==> config.mk <==
export PLATFORM = sky130hd
export DESIGN_NAME = truck_move
export DESIGN_NICKNAME = d
export VERILOG_FILES = /design/src/rtl/truck_move.sv
export SDC_FILE = /design/constraint.sdc
export NUM_CORES = 1
export LEC_CHECK = 0
export ABC_AREA = 0
export BUFFER_PORTS_ARGS = -buffer_cell sky130_fd_sc_hd__buf_2
export CAP_MARGIN = 20
export CORE_MARGIN = 4
export CORE_UTILIZATION = 56
export DETAILED_ROUTE_END_ITERATION = 10
export HOLD_SLACK_MARGIN = 0.06
export PLACE_DENSITY = 0.78
export SETUP_SLACK_MARGIN = 0.1
export SYNTH_ARGS = -nofsm -noshare
export SYNTH_HDL_FRONTEND = slang
export SYNTH_SLANG_ARGS = --single-unit
==> constraint.sdc <==
create_clock -name clk -period 3.9 [get_ports clk]
set_clock_uncertainty 0.05 [all_clocks]
set_input_delay 0.78 -clock clk [delete_from_list [all_inputs] [get_ports clk]]
set_output_delay 0.78 -clock clk [all_outputs]
set_load 0.02 [all_outputs]
==> src/rtl/truck_move.sv <==
// truck_move: per-frame motion controller for the truck sprite.
// Advances the truck leftward once per video frame at a selectable
// fixed-point speed, respawns it on a pseudo-random lane when it leaves
// the screen, and freezes it for a fixed number of frames after a hit.
module truck_move #(
    parameter int INITIAL_X   = 640,  // respawn / reset X in pixels
    parameter int LANE_BASE_Y = 160,  // Y of lane 0 in pixels
    parameter int LANE_PITCH  = 64,   // Y distance between lanes
    parameter int X_MIN       = -32,  // off-screen threshold in pixels
    parameter int FP_SHIFT    = 6,    // fixed-point fraction bits
    parameter int HIT_FRAMES  = 32    // frames frozen after a hit
) (
    input  logic               clk,
    input  logic               reset,
    input  logic               startOfFrame,
    input  logic               enable,
    input  logic               collision,
    input  logic [1:0]         speedLevel,
    output logic signed [10:0] topLeftX,
    output logic signed [10:0] topLeftY,
    output logic               hitPulse,
    output logic               wrapPulse,
    output logic               moving
);

    typedef enum logic [1:0] {
        S_IDLE  = 2'd0,
        S_DRIVE = 2'd1,
        S_HIT   = 2'd2
    } state_t;

    localparam int               FP_ONE     = 1 << FP_SHIFT;
    localparam logic signed [17:0] INIT_FP  = 18'(INITIAL_X * FP_ONE);
    localparam logic signed [17:0] XMIN_FP  = 18'(X_MIN * FP_ONE);
    localparam logic [5:0]       HIT_LOAD   = 6'(HIT_FRAMES - 1);
    localparam logic [3:0]       LFSR_SEED  = 4'b1001;

    state_t              state, state_nxt;
    logic signed [17:0]  pos_x, pos_x_nxt;
    logic signed [17:0]  pos_step;
    logic signed [17:0]  speed;
    logic [1:0]          lane, lane_nxt;
    logic [3:0]          lfsr, lfsr_nxt;
    logic [5:0]          hit_cnt, hit_cnt_nxt;
    logic                hit_sticky, hit_sticky_nxt;
    logic                hit_pulse_nxt;
    logic                wrap_pulse_nxt;

    // Map the speed level onto its per-frame fixed-point displacement.
    always_comb begin
        case (speedLevel)
            2'd0:    speed = 18'(FP_ONE);                 // 1 px
            2'd1:    speed = 18'(FP_ONE + FP_ONE / 2);    // 1.5 px
            2'd2:    speed = 18'(2 * FP_ONE);             // 2 px
            default: speed = 18'(3 * FP_ONE);             // 3 px
        endcase
    end

    // Candidate position if the truck advances this frame.
    assign pos_step = pos_x - speed;

    // Next-state, datapath and pulse decisions; transitions only on frame start.
    always_comb begin
        // NOTE: every output of this block gets a default first so no path
        // leaves a variable unassigned, which would infer a latch.
        state_nxt      = state;
        pos_x_nxt      = pos_x;
        lane_nxt       = lane;
        lfsr_nxt       = lfsr;
        hit_cnt_nxt    = hit_cnt;
        hit_pulse_nxt  = 1'b0;
        wrap_pulse_nxt = 1'b0;

        // Collisions are only remembered while driving.
        if (state != S_DRIVE) begin
            hit_sticky_nxt = 1'b0;
        end else if (collision) begin
            hit_sticky_nxt = 1'b1;
        end else begin
            hit_sticky_nxt = hit_sticky;
        end

        if (startOfFrame) begin
            lfsr_nxt       = {lfsr[2:0], lfsr[3] ^ lfsr[2]};
            // The sticky flag is consumed by this frame's decision below.
            hit_sticky_nxt = 1'b0;

            case (state)
                S_IDLE: begin
                    if (enable) begin
                        state_nxt = S_DRIVE;
                    end
                end

                S_DRIVE: begin
                    if (!enable) begin
                        state_nxt = S_IDLE;
                    end else if (hit_sticky || collision) begin
                        // A collision on this very cycle still belongs to
                        // the frame being closed.
                        state_nxt     = S_HIT;
                        hit_cnt_nxt   = HIT_LOAD;
                        hit_pulse_nxt = 1'b1;
                    end else if (pos_step < XMIN_FP) begin
                        // Lane comes from the LFSR value before this step.
                        pos_x_nxt      = INIT_FP;
                        lane_nxt       = lfsr[1:0];
                        wrap_pulse_nxt = 1'b1;
                    end else begin
                        pos_x_nxt = pos_step;
                    end
                end

                S_HIT: begin
                    if (!enable) begin
                        // An interrupted hit is abandoned, not resumed.
                        state_nxt   = S_IDLE;
                        hit_cnt_nxt = 6'd0;
                    end else if (hit_cnt == 6'd0) begin
                        state_nxt = S_DRIVE;
                    end else begin
                        hit_cnt_nxt = hit_cnt - 6'd1;
                    end
                end

                default: begin
                    state_nxt = S_IDLE;
                end
            endcase
        end
    end

    // State register.
    always_ff @(posedge clk or posedge reset) begin
        // NOTE: sequential state uses non-blocking assignments so every
        // register samples its inputs from before the clock edge.
        if (reset) begin
            state <= S_IDLE;
        end else begin
            state <= state_nxt;
        end
    end

    // Datapath and registered output flags.
    always_ff @(posedge clk or posedge reset) begin
        if (reset) begin
            pos_x      <= INIT_FP;
            lane       <= 2'd0;
            lfsr       <= LFSR_SEED;
            hit_cnt    <= 6'd0;
            hit_sticky <= 1'b0;
            hitPulse   <= 1'b0;
            wrapPulse  <= 1'b0;
            moving     <= 1'b0;
        end else begin
            pos_x      <= pos_x_nxt;
            lane       <= lane_nxt;
            lfsr       <= lfsr_nxt;
            hit_cnt    <= hit_cnt_nxt;
            hit_sticky <= hit_sticky_nxt;
            hitPulse   <= hit_pulse_nxt;
            wrapPulse  <= wrap_pulse_nxt;
            moving     <= (state_nxt == S_DRIVE);
        end
    end

    // Pixel coordinates derive directly from registers, so they only
    // change on the cycle after a frame start.
    assign topLeftX = 11'(pos_x >>> FP_SHIFT);
    assign topLeftY = 11'(LANE_BASE_Y + int'(lane) * LANE_PITCH);

endmodule
==> results of run 1 <==
## cells in the mapped netlist, types with 2 or more instances
library cell / number / area share [%]
dfrtp_1: 27 / 34
o21ai_0: 20 / 5.1
buf_4: 19 / 7.3
nand2_1: 19 / 3.6
nor2_1: 16 / 3.1
inv_1: 11 / 2.1
a21oi_1: 10 / 2.5
o31ai_1: 7 / 2.7
clkbuf_1: 5 / 0.96
ha_1: 5 / 3.2
mux2_2: 5 / 2.9
or3_1: 5 / 1.6
dfstp_2: 4 / 5.4
nand2b_1: 4 / 1.3
nand3_1: 4 / 1.0
nor3_1: 4 / 1.0
a31oi_1: 3 / 0.96
nand3b_1: 3 / 1.1
nor4_1: 3 / 0.96
xnor2_1: 3 / 1.3
xor2_1: 3 / 1.3
conb_1: 2 / 0.38
nor2b_1: 2 / 0.64
o2bb2ai_1: 2 / 0.89
or2_2: 2 / 0.64
## metal layers
layer	wire length [microns]	share of wire, %	GRT usage (%)	up-vias
met4	48	1.3	6.08	0
met1	1630	45	22.5	715
li1	-	-	-	753
met2	1740	48	31.0	34
met3	187	5.2	5.49	5
met5	0	0	0	-
## worst paths after layout
path	slack (ns)	endpoint	cells past startpoint
max	0.41	pos_x[15]	14
min	0.34	pos_x[6]	2
max reg2reg	0.65	pos_x[15]	13
min reg2reg	0.47	hit_cnt[0]	2
max in group asynchronous	2.79	lfsr[0]	3
min in group clk	0.47	hit_cnt[0]	2
## cells in the final DEF, fill, tap and decap left out, types with 4 or more instances in the layout
cell type / count
nand2_1: 19
nor3_1: 4
mux2_2: 5
a21oi_1: 10
dfstp_2: 4
conb_1: 8
ha_1: 5
inv_1: 11
nand2b_1: 4
or3_1: 5
buf_4: 5
o21ai_0: 20
buf_2: 23
nand3_1: 4
o31ai_1: 7
clkbuf_4: 5
nor2_1: 16
dfrtp_1: 27
## through the flow
stage	util, %	cells	hold slack (ns)
5_1_grt	60.6	274	0.375
4_1_cts	60.6	274	0.361
3_3_place_gp	59.1	266	0.431
2_1_floorplan	-	219	0.413
6_report	60.6	274	0.344
3_5_place_dp	59.1	266	0.446
## cell type report
| cell class | instances | share of cell area (%) |
|---|---|---|
| clock buffers | 7 | 2.21 |
| multi-input cells | 150 | 46.9 |
| well taps | 46 | 2.83 |
| flip-flops and latches | 31 | 38.3 |
| inverters | 11 | 2.03 |
| clock inverters | 1 | 0.246 |
| repair buffers | 28 | 7.49 |
## cells by family (layout without fill, tap and decap cells)
logic type,count (synthesis),in the layout,share of synthesized area [%]
buffers and inverters,38,47,12.8
other,2,8,0.382
XOR/XNOR,6,6,2.68
AND/OR/NAND/NOR,68,68,17.8
flip-flops,31,31,39.7
multiplexers,5,5,2.87
AO/OA/AOI/OAI,57,57,19.6
adder cells (fa/ha/maj),6,6,4.20
## power by group through the flow
| stage | registers, mW | clock network (mW) | logic, mW |
|---|---|---|---|
| finish | 0.584 | 0.180 | 0.625 |
| global route | 0.611 | 0.200 | 0.696 |
| CTS | 0.586 | 0.185 | 0.627 |
| detailed placement | 0.591 | 0 | 0.625 |
| global placement | 0.588 | 0 | 0.611 |
| floorplan | 0.559 | 0 | 0.601 |
## state kept, by name, summed over array words and instances, names as in the netlist
register,flops
pos_x,13
hit_cnt,6
lfsr,4
lane,2
state,2
hitPulse,1
hit_sticky,1
moving,1
wrapPulse,1
## worst register-to-register path: cells and delay by family (launching register included)
kind,cells,cell delay [ns]
simple gates,3,0.75
fa+ha+maj,3,0.84
buf+inv,2,0.11
flops,1,0.37
compound gates,5,1.05
==> results.json, run 1 <==
{
  "status": "finished clean",
  "initial_core_util_pct": 58.4,
  "n_antenna_cell": 0,
  "ant_nets": 0,
  "setup_viol": 0,
  "first_pass_iters": 4,
  "end_kind": "flip-flop",
  "power_switching_mw": 0.608,
  "cp.required_ns": 4.11,
  "fp.coreArea_sq_um": 3360,
  "post-route-period-util_pct": 89.5,
  "worstMarginPinSlew_ns": 0.689,
  "r2r-start": "pos_x[5]",
  "fin_nets": 240,
  "tns_ns": 0,
  "finalHoldViolCount": 0,
  "vias_per_cell": 5.50,
  "cp_slowest_stage_delay_ns": 0.42,
  "synthFlopType": "dfrtp_1",
  "wl_per_cell_microns": 13.1,
  "path_max_fanout": 8,
  "cts-root-buf": "clkbuf_4",
  "globalRouteTotalUtil_pct": 18.4,
  "synth_seq_cells": 31,
  "ir_drop_uv": 334,
  "placed_cell_area_sq_um": 1990,
  "drt_iter0_drc": 93,
  "die_w_microns": 67.2,
  "antenna_found_initial": 0,
  "swShare_pct": 43.8,
  "io_buffers": 23,
  "multi_input_area_sq_um": 955,
  "fin_ws_ns": 0.409,
  "dieArea_sq_um": 4520,
  "clockBufferDepth": 2,
  "syn2layout_area_growth_pct": 3.69,
  "max_cap_viol_count": 0,
  "grt_setup_unrepaired": "false",
  "hold_class": "in2async",
  "cts_hold_buf": 0,
  "wl_microns": 3600,
  "clkPwrFrac_pct": 12.9,
  "cts_buffers": 5,
  "path_buf_inv": 2,
  "max_slew_margin_pct": 53.7,
  "clkTransAtPathRegs_ns": 0.10,
  "drive_gt1_share_pct": 22.8,
  "synth-edff-count": 0,
  "clkSinkCount": 31,
  "synthCells": 213,
  "seqPwrFrac_pct": 42.1,
  "p_comb_share_pct": 45.0,
  "cp_cell_sequence": "buf_2 -> nor2b_1 -> ha_1 -> inv_1 -> fa_1 -> a21o_2 -> or2_2 -> a2111oi_4 -> a21oi_2 -> nor3_2 -> ha_1 -> nand2b_1 -> o31ai_1 -> o21ai_0",
  "async_reset_ff_share_pct": 100,
  "internal_power_mw": 0.781,
  "fill_cells": 317,
  "grt_pass1_vias": 1443,
  "cp_top_family": "compound AO/OA/AOI/OAI gates",
  "die_y_microns": 67.2,
  "num_vias": 1507,
  "grt_pass1_wl_microns": 6290,
  "worstPathArrival_ns": 3.70,
  "fin_total_pwr_mw": 1.39,
  "synth_cell_types": 50,
  "htreeDepth": 2,
  "post-route-drc-count": 0,
  "cpMaxStageDelayCell": "fa_1",
  "cts_tree": "built",
  "regArea_sq_um": 781,
  "cellLeakagePower_nw": 0.942,
  "crit_path_start": "speedLevel[1]",
  "startpoint_type": "primary input",
  "fmax_ghz": 0.286,
  "seq_area_frac_synth_pct": 39.7,
  "cts-resized-gates": 0,
  "place.gp.congestion": 0.855,
  "dp_hpwl_microns": 2700,
  "crit_top_cell": "ha_1",
  "grt-ovfl-total": 0,
  "pre_cts_ws_ns": 0.0655,
  "slew_viol_final": 0,
  "crit_type": "in2reg",
  "powerDensity_nw_per_um2": 682,
  "rows": 21,
  "boundaryPins": 32,
  "synth_warnings": 0,
  "netlist_area_sq_um": 1960,
  "fin_area_sq_um": 2040,
  "fin_crit_ns": 3.49,
  "post_cts_buffers": 0,
  "clock_latency_ns": 0.33,
  "grt_max_degree": 23,
  "syn_area_per_cell_sq_um": 9.22
}
No activity file was read; power rests on OpenSTA's default activity.
==> run 2, diff against run 1 <==
--- a/config.mk
+++ b/config.mk
@@ -12,7 +12,7 @@
 export CORE_UTILIZATION = 56
 export DETAILED_ROUTE_END_ITERATION = 10
 export HOLD_SLACK_MARGIN = 0.06
-export PLACE_DENSITY = 0.78
+export PLACE_DENSITY = 0.79
 export SETUP_SLACK_MARGIN = 0.1
 export SYNTH_ARGS = -nofsm -noshare
 export SYNTH_HDL_FRONTEND = slang
==> results.json, run 2 (synthesized netlist as in run 1, its figures left out) <==
{
  "grt-ovfl-total": 0,
  "die_w_microns": 67.2,
  "fin_nets": 239,
  "place_inst": 265,
  "crit_top_cell": "ha_1",
  "crit_type": "in2reg",
  "path_max_fanout": 8,
  "post_cts_buffers": 0,
  "post-route-drc-count": 0,
  "syn2layout_area_growth_pct": 4.27,
  "worstPathArrival_ns": 3.67,
  "grt_pass1_wl_microns": 6330,
  "slew_viol_final": 0,
  "num_vias": 1514,
  "ant_nets": 0,
  "reg_top3": "pos_x x13, hit_cnt x6, lfsr x4",
  "htreeDepth": 2,
  "antenna_found_initial": 0,
  "initial_core_util_pct": 58.4,
  "clkTransAtPathRegs_ns": 0.09,
  "fill_cells": 307,
  "setup_viol": 0,
  "fin_crit_ns": 3.48,
  "status": "finished clean",
  "finalHoldViolCount": 0,
  "layout_common_cells": "27 x dfrtp_1, 23 x buf_2, 20 x o21ai_0, 19 x nand2_1, 16 x nor2_1",
  "grt_setup_unrepaired": "false",
  "fp.coreArea_sq_um": 3360,
  "fin_total_pwr_mw": 1.42,
  "grt_pass1_vias": 1391,
  "max_cap_viol_count": 0,
  "cts-resized-gates": 0,
  "layout.cells.non_filler": 273,
  "first_pass_iters": 4,
  "io_buffers": 23,
  "dieArea_sq_um": 4520,
  "largest_register_ffs": 13,
  "dp_hpwl_microns": 2680,
  "regArea_sq_um": 781,
  "cts-root-buf": "clkbuf_4",
  "powerDensity_nw_per_um2": 693,
  "vias_per_cell": 5.55,
  "cp_cell_sequence": "buf_2 -> nor2b_1 -> ha_1 -> inv_1 -> fa_1 -> a21o_2 -> or2_2 -> a2111oi_4 -> a21oi_2 -> nor3_2 -> ha_1 -> nand2b_1 -> o31ai_1 -> o21ai_0",
  "boundaryPins": 32,
  "wl_microns": 3670,
  "die_y_microns": 67.2,
  "worstMarginPinSlew_ns": 0.696,
  "max_slew_margin_pct": 53.2,
  "cp.required_ns": 4.10,
  "top_register": "pos_x",
  "post-route-period-util_pct": 89.1,
  "cts_tree": "built",
  "cp_slowest_stage_delay_ns": 0.42,
  "pre_cts_ws_ns": 0.0759,
  "n_antenna_cell": 0,
  "final_common_cell": "dfrtp_1",
  "grt_max_degree": 23,
  "clock_latency_ns": 0.33,
  "fin_ws_ns": 0.424,
  "end_kind": "flip-flop",
  "cpMaxStageDelayCell": "fa_1",
  "cts_hold_buf": 0,
  "ir_drop_uv": 362,
  "drt_iter0_drc": 95,
  "clockBufferDepth": 2,
  "clkSinkCount": 31,
  "tns_ns": 0,
  "place.gp.congestion": 0.861,
  "drive_gt1_share_pct": 22.9,
  "post-route-util_pct": 60.9,
  "cts_buffers": 5,
  "globalRouteTotalUtil_pct": 18.4,
  "wl_per_cell_microns": 13.4,
  "hold_class": "in2async",
  "cellLeakagePower_nw": 0.947,
  "startpoint_type": "primary input",
  "multi_input_area_sq_um": 955,
  "fmax_ghz": 0.288,
  "rows": 21
}
## run 2: metrics by stage
stage	hold slack (ns)	instance area, sq um
floorplan	0.413	1990
global route	0.378	2050
global placement	0.432	1980
detailed placement	0.449	1980
finish	0.350	2050
CTS	0.359	2050
## run 2: power by group
group	total, mW	switching [mW]	internal (mW)
combinational	0.617	0.365	0.252
sequential	0.589	0.137	0.451
clock	0.215	0.109	0.106
## run 2: layout make-up
type                       count  area share (%)
timing repair buffer          27            7.09
multi-input combinational    150            46.6
tap                           46            2.81
sequential                    31            38.1
clock buffer                   8            3.36
inverter                      11            2.02
## run 2: final timing paths
| kind | slack (ns) | depth (start not counted) | to | from |
|---|---|---|---|---|
| hold reg to reg | 0.47 | 1 | lane[0] | lane[0] |
| hold / removal | 0.35 | 2 | pos_x[9] | reset |
| max in group asynchronous | 2.78 | 3 | lfsr[3] | reset |
| min in group clk | 0.47 | 1 | lane[0] | lane[0] |
| setup reg to reg | 0.66 | 13 | pos_x[13] | pos_x[5] |
| setup / recovery | 0.42 | 14 | pos_x[13] | speedLevel[0] |
## run 2: critical path, delay by kind of cell
kind | cells | cell delay (ns)
AOI/OAI and AO/OA | 5 | 1.04
adders and majority gates | 3 | 0.84
buffers and inverters | 2 | 0.13
and+or+nand+nor | 4 | 0.89
## run 2: per-layer routing
| layer | track usage [%] | wire, microns |
|---|---|---|
| met3 | 5.16 | 185 |
| met5 | 0 | 0 |
| met2 | 32.0 | 1900 |
| met4 | 3.80 | 37 |
| met1 | 22.9 | 1540 |
==> run 3, diff against run 2 <==
--- a/config.mk
+++ b/config.mk
@@ -8,11 +8,13 @@
 export ABC_AREA = 0
 export BUFFER_PORTS_ARGS = -buffer_cell sky130_fd_sc_hd__buf_2
 export CAP_MARGIN = 20
+export CELL_PAD_IN_SITES_DETAIL_PLACEMENT = 1
+export CELL_PAD_IN_SITES_GLOBAL_PLACEMENT = 2
 export CORE_MARGIN = 4
-export CORE_UTILIZATION = 56
+export CORE_UTILIZATION = 34
 export DETAILED_ROUTE_END_ITERATION = 10
 export HOLD_SLACK_MARGIN = 0.06
-export PLACE_DENSITY = 0.79
+export PLACE_DENSITY_LB_ADDON = 0.1
 export SETUP_SLACK_MARGIN = 0.1
 export SYNTH_ARGS = -nofsm -noshare
 export SYNTH_HDL_FRONTEND = slang
==> results.json, run 3 (synthesized netlist as in run 1, its figures left out) <==
{
  "final_common_cell": "dfrtp_1",
  "grt-ovfl-total": 0,
  "cts-root-buf": "clkbuf_8",
  "dieArea_sq_um": 7060,
  "post-route-period-util_pct": 92.0,
  "status": "finished clean",
  "fin_area_sq_um": 2130,
  "vias_per_cell": 5.12,
  "grt_pass1_vias": 1637,
  "initial_core_util_pct": 35.5,
  "fin_total_pwr_mw": 1.51,
  "max_cap_viol_count": 0,
  "fmax_ghz": 0.279,
  "clkSinkCount": 31,
  "r2r_slack_ns": 0.62,
  "met3RoutedLength_microns": 158,
  "fp.coreArea_sq_um": 5540,
  "drt_iter0_drc": 25,
  "fill_cells": 678,
  "drive_gt1_share_pct": 24.8,
  "rows": 27,
  "ant_nets": 0,
  "first_pass_iters": 4,
  "num_vias": 1545,
  "grt_pass1_wl_microns": 8070,
  "grt_setup_unrepaired": "true",
  "regArea_sq_um": 781,
  "boundaryPins": 32,
  "crit_type": "in2reg",
  "dp_hpwl_microns": 3360,
  "ir_drop_uv": 227,
  "startpoint_type": "primary input",
  "antenna_found_initial": 0,
  "post-route-drc-count": 0,
  "syn2layout_area_growth_pct": 8.47,
  "clockBufferDepth": 2,
  "setup_viol": 0,
  "die_w_microns": 84.0,
  "powerDensity_nw_per_um2": 706,
  "end_kind": "flip-flop",
  "path_max_fanout": 7,
  "worstPathArrival_ns": 3.73,
  "fin_crit_ns": 3.59,
  "slew_viol_final": 0,
  "met2_length_microns": 2290,
  "io_buffers": 23,
  "largest_register_ffs": 13,
  "cts_buffers": 5,
  "fin_nets": 242,
  "worstMarginPinSlew_ns": 0.721,
  "hold_class": "reg2reg",
  "reg_top3": "pos_x x13, hit_cnt x6, lfsr x4",
  "cp.required_ns": 4.04,
  "routed.top_layer": "met4",
  "max_slew_margin_pct": 51.6,
  "placed_cell_area_sq_um": 2030,
  "n_antenna_cell": 0,
  "globalRouteTotalUtil_pct": 14.3,
  "cts_hold_buf": 0,
  "htreeDepth": 2,
  "cellLeakagePower_nw": 0.967,
  "tns_ns": 0,
  "die_y_microns": 84.0,
  "wl_microns": 4550,
  "top_register": "pos_x",
  "place.gp.congestion": 0.800,
  "finalHoldViolCount": 0,
  "layout_common_cells": "27 x dfrtp_1, 23 x buf_2, 20 x o21ai_0, 19 x nand2_1, 16 x nor2_1",
  "grt_max_degree": 32,
  "clkTransAtPathRegs_ns": 0.07,
  "wl_per_cell_microns": 15.1,
  "m1WireLength_microns": 2040,
  "cts_tree": "built",
  "clock_latency_ns": 0.28,
  "multi_input_area_sq_um": 962
}
-- run 3: cell count changes in the layout (fill, tap and decap cells not counted) --
cell,before,now
buf_4,4,7
clkbuf_1,1,0
clkbuf_4,5,0
clkbuf_8,2,5
clkinv_2,0,1
clkinvlp_4,0,2
o41ai_1,1,0
o41ai_2,0,1
-- run 3: cell type report --
type | instances | share of cell area (%)
tap | 72 | 4.23
sequential | 31 | 36.6
clock inverter | 3 | 0.940
inverter | 11 | 1.94
clock buffer | 5 | 3.23
timing repair buffer | 30 | 7.87
multi-input combinational | 150 | 45.2
-- run 3: per-stage QoR --
stage	instances	utilization, %	hold WS [ns]	setup WS, ns
after floorplan	219	-	0.413	0.304
after global placement	294	36.7	0.438	0.148
after detailed placement	294	36.7	0.448	-0.0174
after CTS	302	38.3	0.467	0.273
after global routing	302	38.5	0.496	0.0793
final	302	38.5	0.459	0.314
-- run 3: timing repair --
action                     in CTS  in global routing
setup endpoints to repair       0                  1
gates resized for setup         0                  1
setup buffers                   0                  0
-- run 3: power breakdown --
part	leakage (nW)	internal [mW]	total [mW]	switching (mW)
registers	0.380	0.452	0.598	0.146
clock network	0.0402	0.124	0.251	0.127
logic	0.547	0.270	0.656	0.385
-- run 3: per-layer routing --
layer	track usage, %	vias to the layer above
met5	0	-
met1	17.3	758
met3	3.46	6
met4	4.97	0
met2	24.6	28
li1	-	753
-- run 3: critical path, cell delays in order --
cell,delay [ns]
buf_2,0.09
nor2b_1,0.13
ha_1,0.17
inv_1,0.05
fa_1,0.41
a21o_2,0.23
or2_2,0.30
a2111oi_4,0.37
a21oi_2,0.06
nor3_2,0.17
ha_1,0.26
nand2b_1,0.28
o31ai_1,0.29
o21ai_0,0.13
-- run 3: path summary, 6_finish.rpt --
check                               from        end  cells past startpoint
max                        speedLevel[0]  pos_x[15]                     14
min                              lane[0]    lane[0]                      1
max reg2reg                     pos_x[5]  pos_x[15]                     13
min reg2reg                      lane[0]    lane[0]                      1
max in group asynchronous          reset  pos_x[15]                      3
min in group asynchronous          reset    lfsr[2]                      3
